## src/rtl/accelerator_tensor_matrix_product_engine_pkg.sv

```systemverilog
// Shared definitions for the tensor-by-matrix product engine: FSM state
// encoding, single-bit constants, index-width helper and the saturating
// narrowing used on the accumulator output.
package accelerator_tensor_matrix_product_engine_pkg;

  typedef enum logic [2:0] {
    ST_IDLE    = 3'd0,
    ST_LOAD    = 3'd1,
    ST_COMPUTE = 3'd2,
    ST_OUTPUT  = 3'd3,
    ST_DONE    = 3'd4
  } state_t;

  localparam logic ZERO = 1'b0;
  localparam logic ONE  = 1'b1;

  // Bits needed to index n entries (at least one bit).
  function automatic int idx_width(input int n);
    return (n <= 1) ? 1 : $clog2(n);
  endfunction

  // Clamp a signed value into the range of a signed 'width'-bit word.
  function automatic logic signed [63:0] saturate(input logic signed [63:0] value,
                                                  input int width);
    logic signed [63:0] max_v;
    logic signed [63:0] min_v;
    max_v = (64'sd1 <<< (width - 1)) - 64'sd1;
    min_v = -(64'sd1 <<< (width - 1));
    if (value > max_v) return max_v;
    else if (value < min_v) return min_v;
    else return value;
  endfunction

endpackage

```

## src/rtl/accelerator_tensor_matrix_product_engine_mac.sv

```systemverilog
// Signed multiply-accumulate for the product engine. The accumulator keeps
// full precision; result_next is the value the accumulator would hold after
// this cycle's product, rescaled by FRACTION_SIZE and saturated to DATA_SIZE,
// so the caller can register the finished element on the last k cycle.
module accelerator_tensor_mac
  import accelerator_tensor_matrix_product_engine_pkg::*;
#(
  parameter int DATA_SIZE     = 16,
  parameter int FRACTION_SIZE = 8,
  parameter int MAX_K         = 4
) (
  input  logic                 clk,
  input  logic                 rst_n,
  input  logic                 clear,
  input  logic                 enable,
  input  logic [DATA_SIZE-1:0] op_a,
  input  logic [DATA_SIZE-1:0] op_b,
  output logic [DATA_SIZE-1:0] result_next
);

  localparam int PROD_W = 2 * DATA_SIZE;
  localparam int ACC_W  = PROD_W + idx_width(MAX_K);

  logic signed [PROD_W-1:0] product;
  logic signed [ACC_W-1:0]  acc;
  logic signed [ACC_W-1:0]  acc_next;
  logic signed [ACC_W-1:0]  shifted;

  // Full-precision product, running sum and rescaled/saturated view of it.
  always_comb begin
    product     = PROD_W'($signed(op_a)) * PROD_W'($signed(op_b));
    acc_next    = acc + ACC_W'(product);
    shifted     = acc_next >>> FRACTION_SIZE;
    result_next = DATA_SIZE'(saturate(64'(shifted), DATA_SIZE));
  end

  // Accumulator: clear has priority so every element starts from zero.
  always_ff @(posedge clk or negedge rst_n) begin
    if (!rst_n)      acc <= '0;
    else if (clear)  acc <= '0;
    else if (enable) acc <= acc_next;
  end

endmodule

```

## src/rtl/accelerator_tensor_matrix_product_engine.sv

```systemverilog
// Tensor-by-matrix product engine: C[i][j][l] = sum_k A[i][j][k] * B[k][l].
// A (i,j,k order) and B (k,l order) are streamed into local buffers, then one
// MAC produces C serially in i,j,l order with wrap markers.
//
// Handshake: START is a one-cycle request sampled only in IDLE; sizes are
// captured on that cycle. DATA_*_IN_ENABLE are plain valid strobes with no
// backpressure: an element is taken on every enabled cycle in LOAD until its
// buffer is full, later strobes are dropped. DATA_OUT_ENABLE marks the single
// cycle on which DATA_OUT and the I/J/K markers describe a new C element.
module accelerator_tensor_matrix_product_engine
  import accelerator_tensor_matrix_product_engine_pkg::*;
#(
  parameter int DATA_SIZE     = 16,
  parameter int FRACTION_SIZE = 8,
  parameter int MAX_I         = 4,
  parameter int MAX_J         = 4,
  parameter int MAX_K         = 4,
  parameter int MAX_L         = 4
) (
  input  logic                 CLK,
  input  logic                 RST,
  input  logic                 START,
  output logic                 READY,
  output logic                 ERROR,
  input  logic [DATA_SIZE-1:0] SIZE_I_IN,
  input  logic [DATA_SIZE-1:0] SIZE_J_IN,
  input  logic [DATA_SIZE-1:0] SIZE_K_IN,
  input  logic [DATA_SIZE-1:0] SIZE_L_IN,
  input  logic                 DATA_A_IN_ENABLE,
  input  logic [DATA_SIZE-1:0] DATA_A_IN,
  input  logic                 DATA_B_IN_ENABLE,
  input  logic [DATA_SIZE-1:0] DATA_B_IN,
  output logic                 DATA_OUT_ENABLE,
  output logic                 DATA_OUT_I_ENABLE,
  output logic                 DATA_OUT_J_ENABLE,
  output logic                 DATA_OUT_K_ENABLE,
  output logic [DATA_SIZE-1:0] DATA_OUT,
  output logic [2:0]           fsm_state
);

  localparam int A_DEPTH = MAX_I * MAX_J * MAX_K;
  localparam int B_DEPTH = MAX_K * MAX_L;
  localparam int AAW     = idx_width(A_DEPTH);
  localparam int BAW     = idx_width(B_DEPTH);
  localparam int CW      = idx_width(A_DEPTH + B_DEPTH + 1);

  state_t state;

  logic [CW-1:0] size_i, size_j, size_k, size_l;
  logic [CW-1:0] a_cnt, b_cnt, a_cnt_next, b_cnt_next, a_total, b_total;
  logic [CW-1:0] i_cnt, j_cnt, k_cnt, l_cnt;
  logic [AAW-1:0] a_idx;
  logic [BAW-1:0] b_idx;
  logic a_wr, b_wr, load_done, size_ok;
  logic i_last, j_last, k_last, l_last;
  logic [DATA_SIZE-1:0] op_a, op_b, mac_result;
  logic mac_clear, mac_enable;

  logic [DATA_SIZE-1:0] a_mem [0:(1<<AAW)-1];
  logic [DATA_SIZE-1:0] b_mem [0:(1<<BAW)-1];

  // Size validation, buffer fill bookkeeping, operand addressing and wrap flags.
  always_comb begin
    size_ok = (SIZE_I_IN != '0) && (SIZE_I_IN <= DATA_SIZE'(MAX_I)) &&
              (SIZE_J_IN != '0) && (SIZE_J_IN <= DATA_SIZE'(MAX_J)) &&
              (SIZE_K_IN != '0) && (SIZE_K_IN <= DATA_SIZE'(MAX_K)) &&
              (SIZE_L_IN != '0) && (SIZE_L_IN <= DATA_SIZE'(MAX_L));
    a_total    = size_i * size_j * size_k;
    b_total    = size_k * size_l;
    a_wr       = (state == ST_LOAD) && DATA_A_IN_ENABLE && (a_cnt < a_total);
    b_wr       = (state == ST_LOAD) && DATA_B_IN_ENABLE && (b_cnt < b_total);
    a_cnt_next = a_cnt + CW'(a_wr);
    b_cnt_next = b_cnt + CW'(b_wr);
    load_done  = (a_cnt_next == a_total) && (b_cnt_next == b_total);
    a_idx      = AAW'((i_cnt * size_j + j_cnt) * size_k + k_cnt);
    b_idx      = BAW'(k_cnt * size_l + l_cnt);
    op_a       = a_mem[a_idx];
    op_b       = b_mem[b_idx];
    i_last     = (i_cnt == size_i - CW'(1));
    j_last     = (j_cnt == size_j - CW'(1));
    k_last     = (k_cnt == size_k - CW'(1));
    l_last     = (l_cnt == size_l - CW'(1));
    mac_clear  = (state != ST_COMPUTE);
    mac_enable = (state == ST_COMPUTE);
    fsm_state  = state;
  end

  // Operand buffers; contents are meaningless until loaded, so no reset.
  always_ff @(posedge CLK) begin
    if (a_wr) a_mem[AAW'(a_cnt)] <= DATA_A_IN;
    if (b_wr) b_mem[BAW'(b_cnt)] <= DATA_B_IN;
  end

  accelerator_tensor_mac #(
    .DATA_SIZE     (DATA_SIZE),
    .FRACTION_SIZE (FRACTION_SIZE),
    .MAX_K         (MAX_K)
  ) u_mac (
    .clk         (CLK),
    .rst_n       (RST),
    .clear       (mac_clear),
    .enable      (mac_enable),
    .op_a        (op_a),
    .op_b        (op_b),
    .result_next (mac_result)
  );

  // Control FSM with registered pulse outputs and index counters.
  always_ff @(posedge CLK or negedge RST) begin
    if (!RST) begin
      state             <= ST_IDLE;
      READY             <= ZERO;
      ERROR             <= ZERO;
      DATA_OUT_ENABLE   <= ZERO;
      DATA_OUT_I_ENABLE <= ZERO;
      DATA_OUT_J_ENABLE <= ZERO;
      DATA_OUT_K_ENABLE <= ZERO;
      DATA_OUT          <= '0;
      size_i <= '0; size_j <= '0; size_k <= '0; size_l <= '0;
      a_cnt  <= '0; b_cnt  <= '0;
      i_cnt  <= '0; j_cnt  <= '0; k_cnt  <= '0; l_cnt  <= '0;
    end else begin
      READY             <= ZERO;
      ERROR             <= ZERO;
      DATA_OUT_ENABLE   <= ZERO;
      DATA_OUT_I_ENABLE <= ZERO;
      DATA_OUT_J_ENABLE <= ZERO;
      DATA_OUT_K_ENABLE <= ZERO;
      case (state)
        ST_IDLE: begin
          if (START) begin
            if (size_ok) begin
              size_i <= CW'(SIZE_I_IN);
              size_j <= CW'(SIZE_J_IN);
              size_k <= CW'(SIZE_K_IN);
              size_l <= CW'(SIZE_L_IN);
              a_cnt  <= '0; b_cnt <= '0;
              i_cnt  <= '0; j_cnt <= '0; k_cnt <= '0; l_cnt <= '0;
              state  <= ST_LOAD;
            end else begin
              ERROR <= ONE;
            end
          end
        end
        ST_LOAD: begin
          a_cnt <= a_cnt_next;
          b_cnt <= b_cnt_next;
          if (load_done) state <= ST_COMPUTE;
        end
        ST_COMPUTE: begin
          if (k_last) begin
            k_cnt             <= '0;
            DATA_OUT          <= mac_result;
            DATA_OUT_ENABLE   <= ONE;
            DATA_OUT_K_ENABLE <= l_last;
            DATA_OUT_J_ENABLE <= l_last && j_last;
            DATA_OUT_I_ENABLE <= l_last && j_last && i_last;
            state             <= ST_OUTPUT;
          end else begin
            k_cnt <= k_cnt + CW'(1);
          end
        end
        ST_OUTPUT: begin
          if (!l_last) begin
            l_cnt <= l_cnt + CW'(1);
            state <= ST_COMPUTE;
          end else begin
            l_cnt <= '0;
            if (!j_last) begin
              j_cnt <= j_cnt + CW'(1);
              state <= ST_COMPUTE;
            end else begin
              j_cnt <= '0;
              if (!i_last) begin
                i_cnt <= i_cnt + CW'(1);
                state <= ST_COMPUTE;
              end else begin
                i_cnt <= '0;
                READY <= ONE;
                state <= ST_DONE;
              end
            end
          end
        end
        ST_DONE: state <= ST_IDLE;
        default: state <= ST_IDLE;
      endcase
    end
  end

endmodule

```

## config.mk

```make
export PLATFORM = sky130hd
export DESIGN_NAME = accelerator_tensor_matrix_product_engine
export DESIGN_NICKNAME = d
export VERILOG_FILES = /design/src/rtl/accelerator_tensor_matrix_product_engine_pkg.sv /design/src/rtl/accelerator_tensor_matrix_product_engine_mac.sv /design/src/rtl/accelerator_tensor_matrix_product_engine.sv
export SDC_FILE = /design/constraint.sdc
export NUM_CORES = 2
export LEC_CHECK = 0
export CAP_MARGIN = 20
export CORE_MARGIN = 1.5
export CORE_UTILIZATION = 29
export CTS_BUF_LIST = sky130_fd_sc_hd__clkbuf_16
export DETAILED_ROUTE_END_ITERATION = 8
export MAX_ROUTING_LAYER = met4
export SETUP_SLACK_MARGIN = 0.5
export SLEW_MARGIN = 20
export SYNTH_ARGS = -nofsm -noshare
export SYNTH_HDL_FRONTEND = slang
export SYNTH_HIERARCHICAL = 1
export SYNTH_SLANG_ARGS = --single-unit
```

## constraint.sdc

```tcl
create_clock -name CLK -period 35.8 [get_ports CLK]
set_clock_uncertainty 0.05 [all_clocks]
set_input_delay 3.58 -clock CLK [delete_from_list [all_inputs] [get_ports CLK]]
set_output_delay 3.58 -clock CLK [all_outputs]
set_load 0.02 [all_outputs]
```

==> reports/qor.yml <==
outcome:
  status: "finished clean"
clock_tree:
  cts_setup_buffers: 0
  cts_max_path_buffers: 3
  postCtsHoldBufs: 0
  cts_tree: "built"
  clk_pin_slew_ns: 0.06
  cts_sinks: 1409
  clk_latency_ns: 0.78
  numCtsBuffers: 147
  htreeDepth: 4
  ctsResizeCount: 0
  cts-root-buf: "clkbuf_16"
sta:
  grt_setup_unrepaired: "false"
  hold_viol: 0
  timing.final.crit_period_ns: 15.44
  relSlewSlack_pct: 25.51
  max_freq_ghz: 0.06478
  setup_violations: 0
  timing.final.crit_share_pct: 43.12
  worst_pin_slew_ns: 1.117
  slew_violations: 0
  setup_tns_ns: 0
yosys:
  synth_warnings: 6
  syn_nets: 5073
  synth_edf_count: 1280
  ys_seq_elements: 1409
  ys.flop_type: "edfxtp_1"
  async_reset_ff_share_pct: 9.155
  synth.cell_area_sq_um: 71620
  syn_inst: 4432
  yosysUniqueCellTypes: 85
  ys_seq_area_share_pct: 58.17
  syn_avg_cell_area_sq_um: 16.16
setup_path:
  crit_buf_inv: 11
  cp-end-kind: "flop"
  slowest_stage: "o41ai_4"
  cp_common_cell: "fa_1"
  rr_worst_depth: 45
  start_kind: "flop"
  timing.rr.start: "size_j[0]"
  cp_top_family: "adder cells"
  critPathMaxFanout: 43
  r2r_end: "DATA_OUT[14]"
  critical_path.max_stage_delay_ns: 0.96
  worstPathRequired_ns: 36.40
  rrSetupSlack_ns: 20.36
  cp.arrival_ns: 16.04
  criticalPathCategory: "reg -> reg"
drt:
  vias_per_cell: 4.853
  drt.antenna.violating_nets: 0
  vias: 38555
  wl_microns: 176600
  dr.pass1.iters: 5
  drt-wirelength-per-cell_microns: 22.23
  drc_errors: 0
  drtIter0Drc: 3311
placement:
  dp_hpwl_microns: 115100
  dpl_cell_area_sq_um: 77070
  io_buffers: 125
  gp_congestion: 0.8579
grt:
  grt_pass1_wl_microns: 265000
  grt_use_total_pct: 14.54
  grt_pass1_vias: 39896
  grt_start_max_net_pins: 91
  antenna_found_initial: 12
  overflow: 0
die:
  die-area_sq_um: 250000
  core_area_sq_um: 245700
  ios: 126
  rows: 182
  fp.dieH_microns: 500.0
  dieWidth_microns: 500.0
  initial_core_util_pct: 29.15
cells_and_area:
  seqCellArea_sq_um: 41670
  multi_input_area_sq_um: 27600
  nFillCells: 23375
  areaGrowthSynthToFinish_pct: 13.98
  nets: 5246
  layout_common_cells: "edfxtp_1, inv_1, mux4_2, fa_1, nand2_1"
  drive_gt1_share_pct: 18.51
  mostFrequentLayoutCell: "edfxtp_1"
  final_area_sq_um: 81640
pwr:
  power_per_cell_area_nw_per_um2: 56.52
  peakVddDrop_uv: 114.4
  p_leak_uw: 0.02908
min_path:
  hp-class: "reg -> reg"
  holdPathStages: 1
  min_from: "DATA_OUT[4]"
  whs_endpoint: "DATA_OUT[4]"
flow_run:
  drv_cap: 0
-- layer usage --
metal / vias up / global-route usage, % / routed length [microns]
li1: 16715 / - / -
met1: 20503 / 19.90 / 79750
met2: 1138 / 22.60 / 82860
met3: 199 / 2.303 / 10250
met4: 0 / 3.603 / 3774
met5: - / - / 0
-- sequential cells by signal, indices dropped and copies added, names as in the netlist, 16 cells and up --
register / count
a_mem: 1024
u_mac/acc: 34
b_mem: 256
DATA_OUT: 16
-- synthesized netlist by cell type (13+ instances only) --
cell type | instances | area [sq um]
mux2_2 | 19 | 214.0
fa_1 | 343 | 6867
a21oi_1 | 132 | 660.6
nand3_1 | 109 | 545.5
and3_1 | 19 | 118.9
nor3_1 | 19 | 95.09
nor4_1 | 21 | 131.4
and2_1 | 209 | 1308
xor2_1 | 54 | 473.0
inv_1 | 450 | 1689
buf_2 | 32 | 160.2
nand2_1 | 249 | 934.7
nor2b_1 | 23 | 143.9
dfrtp_1 | 129 | 3228
buf_1 | 18 | 67.56
nand4_1 | 23 | 143.9
clkbuf_1 | 160 | 600.6
edfxtp_1 | 1280 | 38440
ha_1 | 197 | 2465
mux4_2 | 416 | 9369
xnor2_1 | 117 | 1025
a21o_1 | 29 | 217.7
mux2i_1 | 21 | 210.2
o21ai_0 | 71 | 355.3
nor2_1 | 95 | 356.6
nor3b_1 | 13 | 97.59
-- report_power, final --
part	internal (uW)	switching, uW
sequential	1820	14.4
combinational	481	847
clock	813	636
-- final cells by class --
class                   count  area share, %
diodes                     13        0.03985
well taps                3220          4.935
multi-input cells        2350          33.81
repair buffers            246          2.582
flip-flops and latches   1409          51.04
clock buffers             149          4.567
inverters                 451          2.074
clock inverters           107         0.9564
-- cells by family (layout without fill, tap and decap cells) --
| kind of cell | after synthesis | after routing | share of synthesized area [%] |
|---|---|---|---|
| flops | 1409 | 1409 | 58.17 |
| fa+ha+maj | 540 | 540 | 13.03 |
| compound gates | 334 | 334 | 3.022 |
| buf+inv | 673 | 953 | 3.675 |
| other cells | 0 | 13 | 0 |
| mux | 456 | 456 | 13.67 |
| simple gates | 840 | 840 | 6.063 |
| xor+xnor | 180 | 180 | 2.367 |
-- worst max path at each step --
stage | from | to | depth (start not counted)
after floorplan | size_j[0] | DATA_OUT[4] | 47
after global placement | size_j[0] | DATA_OUT[14] | 45
after detailed placement | size_j[0] | DATA_OUT[0] | 45
after CTS | size_j[0] | DATA_OUT[14] | 45
after global routing | size_j[0] | DATA_OUT[14] | 45
final | size_j[0] | DATA_OUT[14] | 45
-- worst reg2reg max path, delay by kind of cell (launching register included) --
family	cells	cell delay [ns]
adder cells (fa/ha/maj)	17	7.53
buffers and inverters	11	1.82
AO/OA/AOI/OAI	4	1.54
multiplexers	3	1.51
AND/OR/NAND/NOR	7	1.48
flip-flops	1	0.78
XOR/XNOR	3	0.60
-- metrics by stage --
step	hold slack, ns	worst slack, ns	util [%]	cells	total power, uW
floorplan	0.4408	22.22	-	4432	2892
global placement	0.4525	20.64	31.37	7676	3175
finish	0.4559	20.36	33.23	7945	4614
global route	0.4968	19.47	33.22	7942	4857
CTS	0.4632	20.34	33.20	7932	4649
detailed placement	0.4485	20.42	31.37	7676	3191
(Power assumes the default switching activity.)
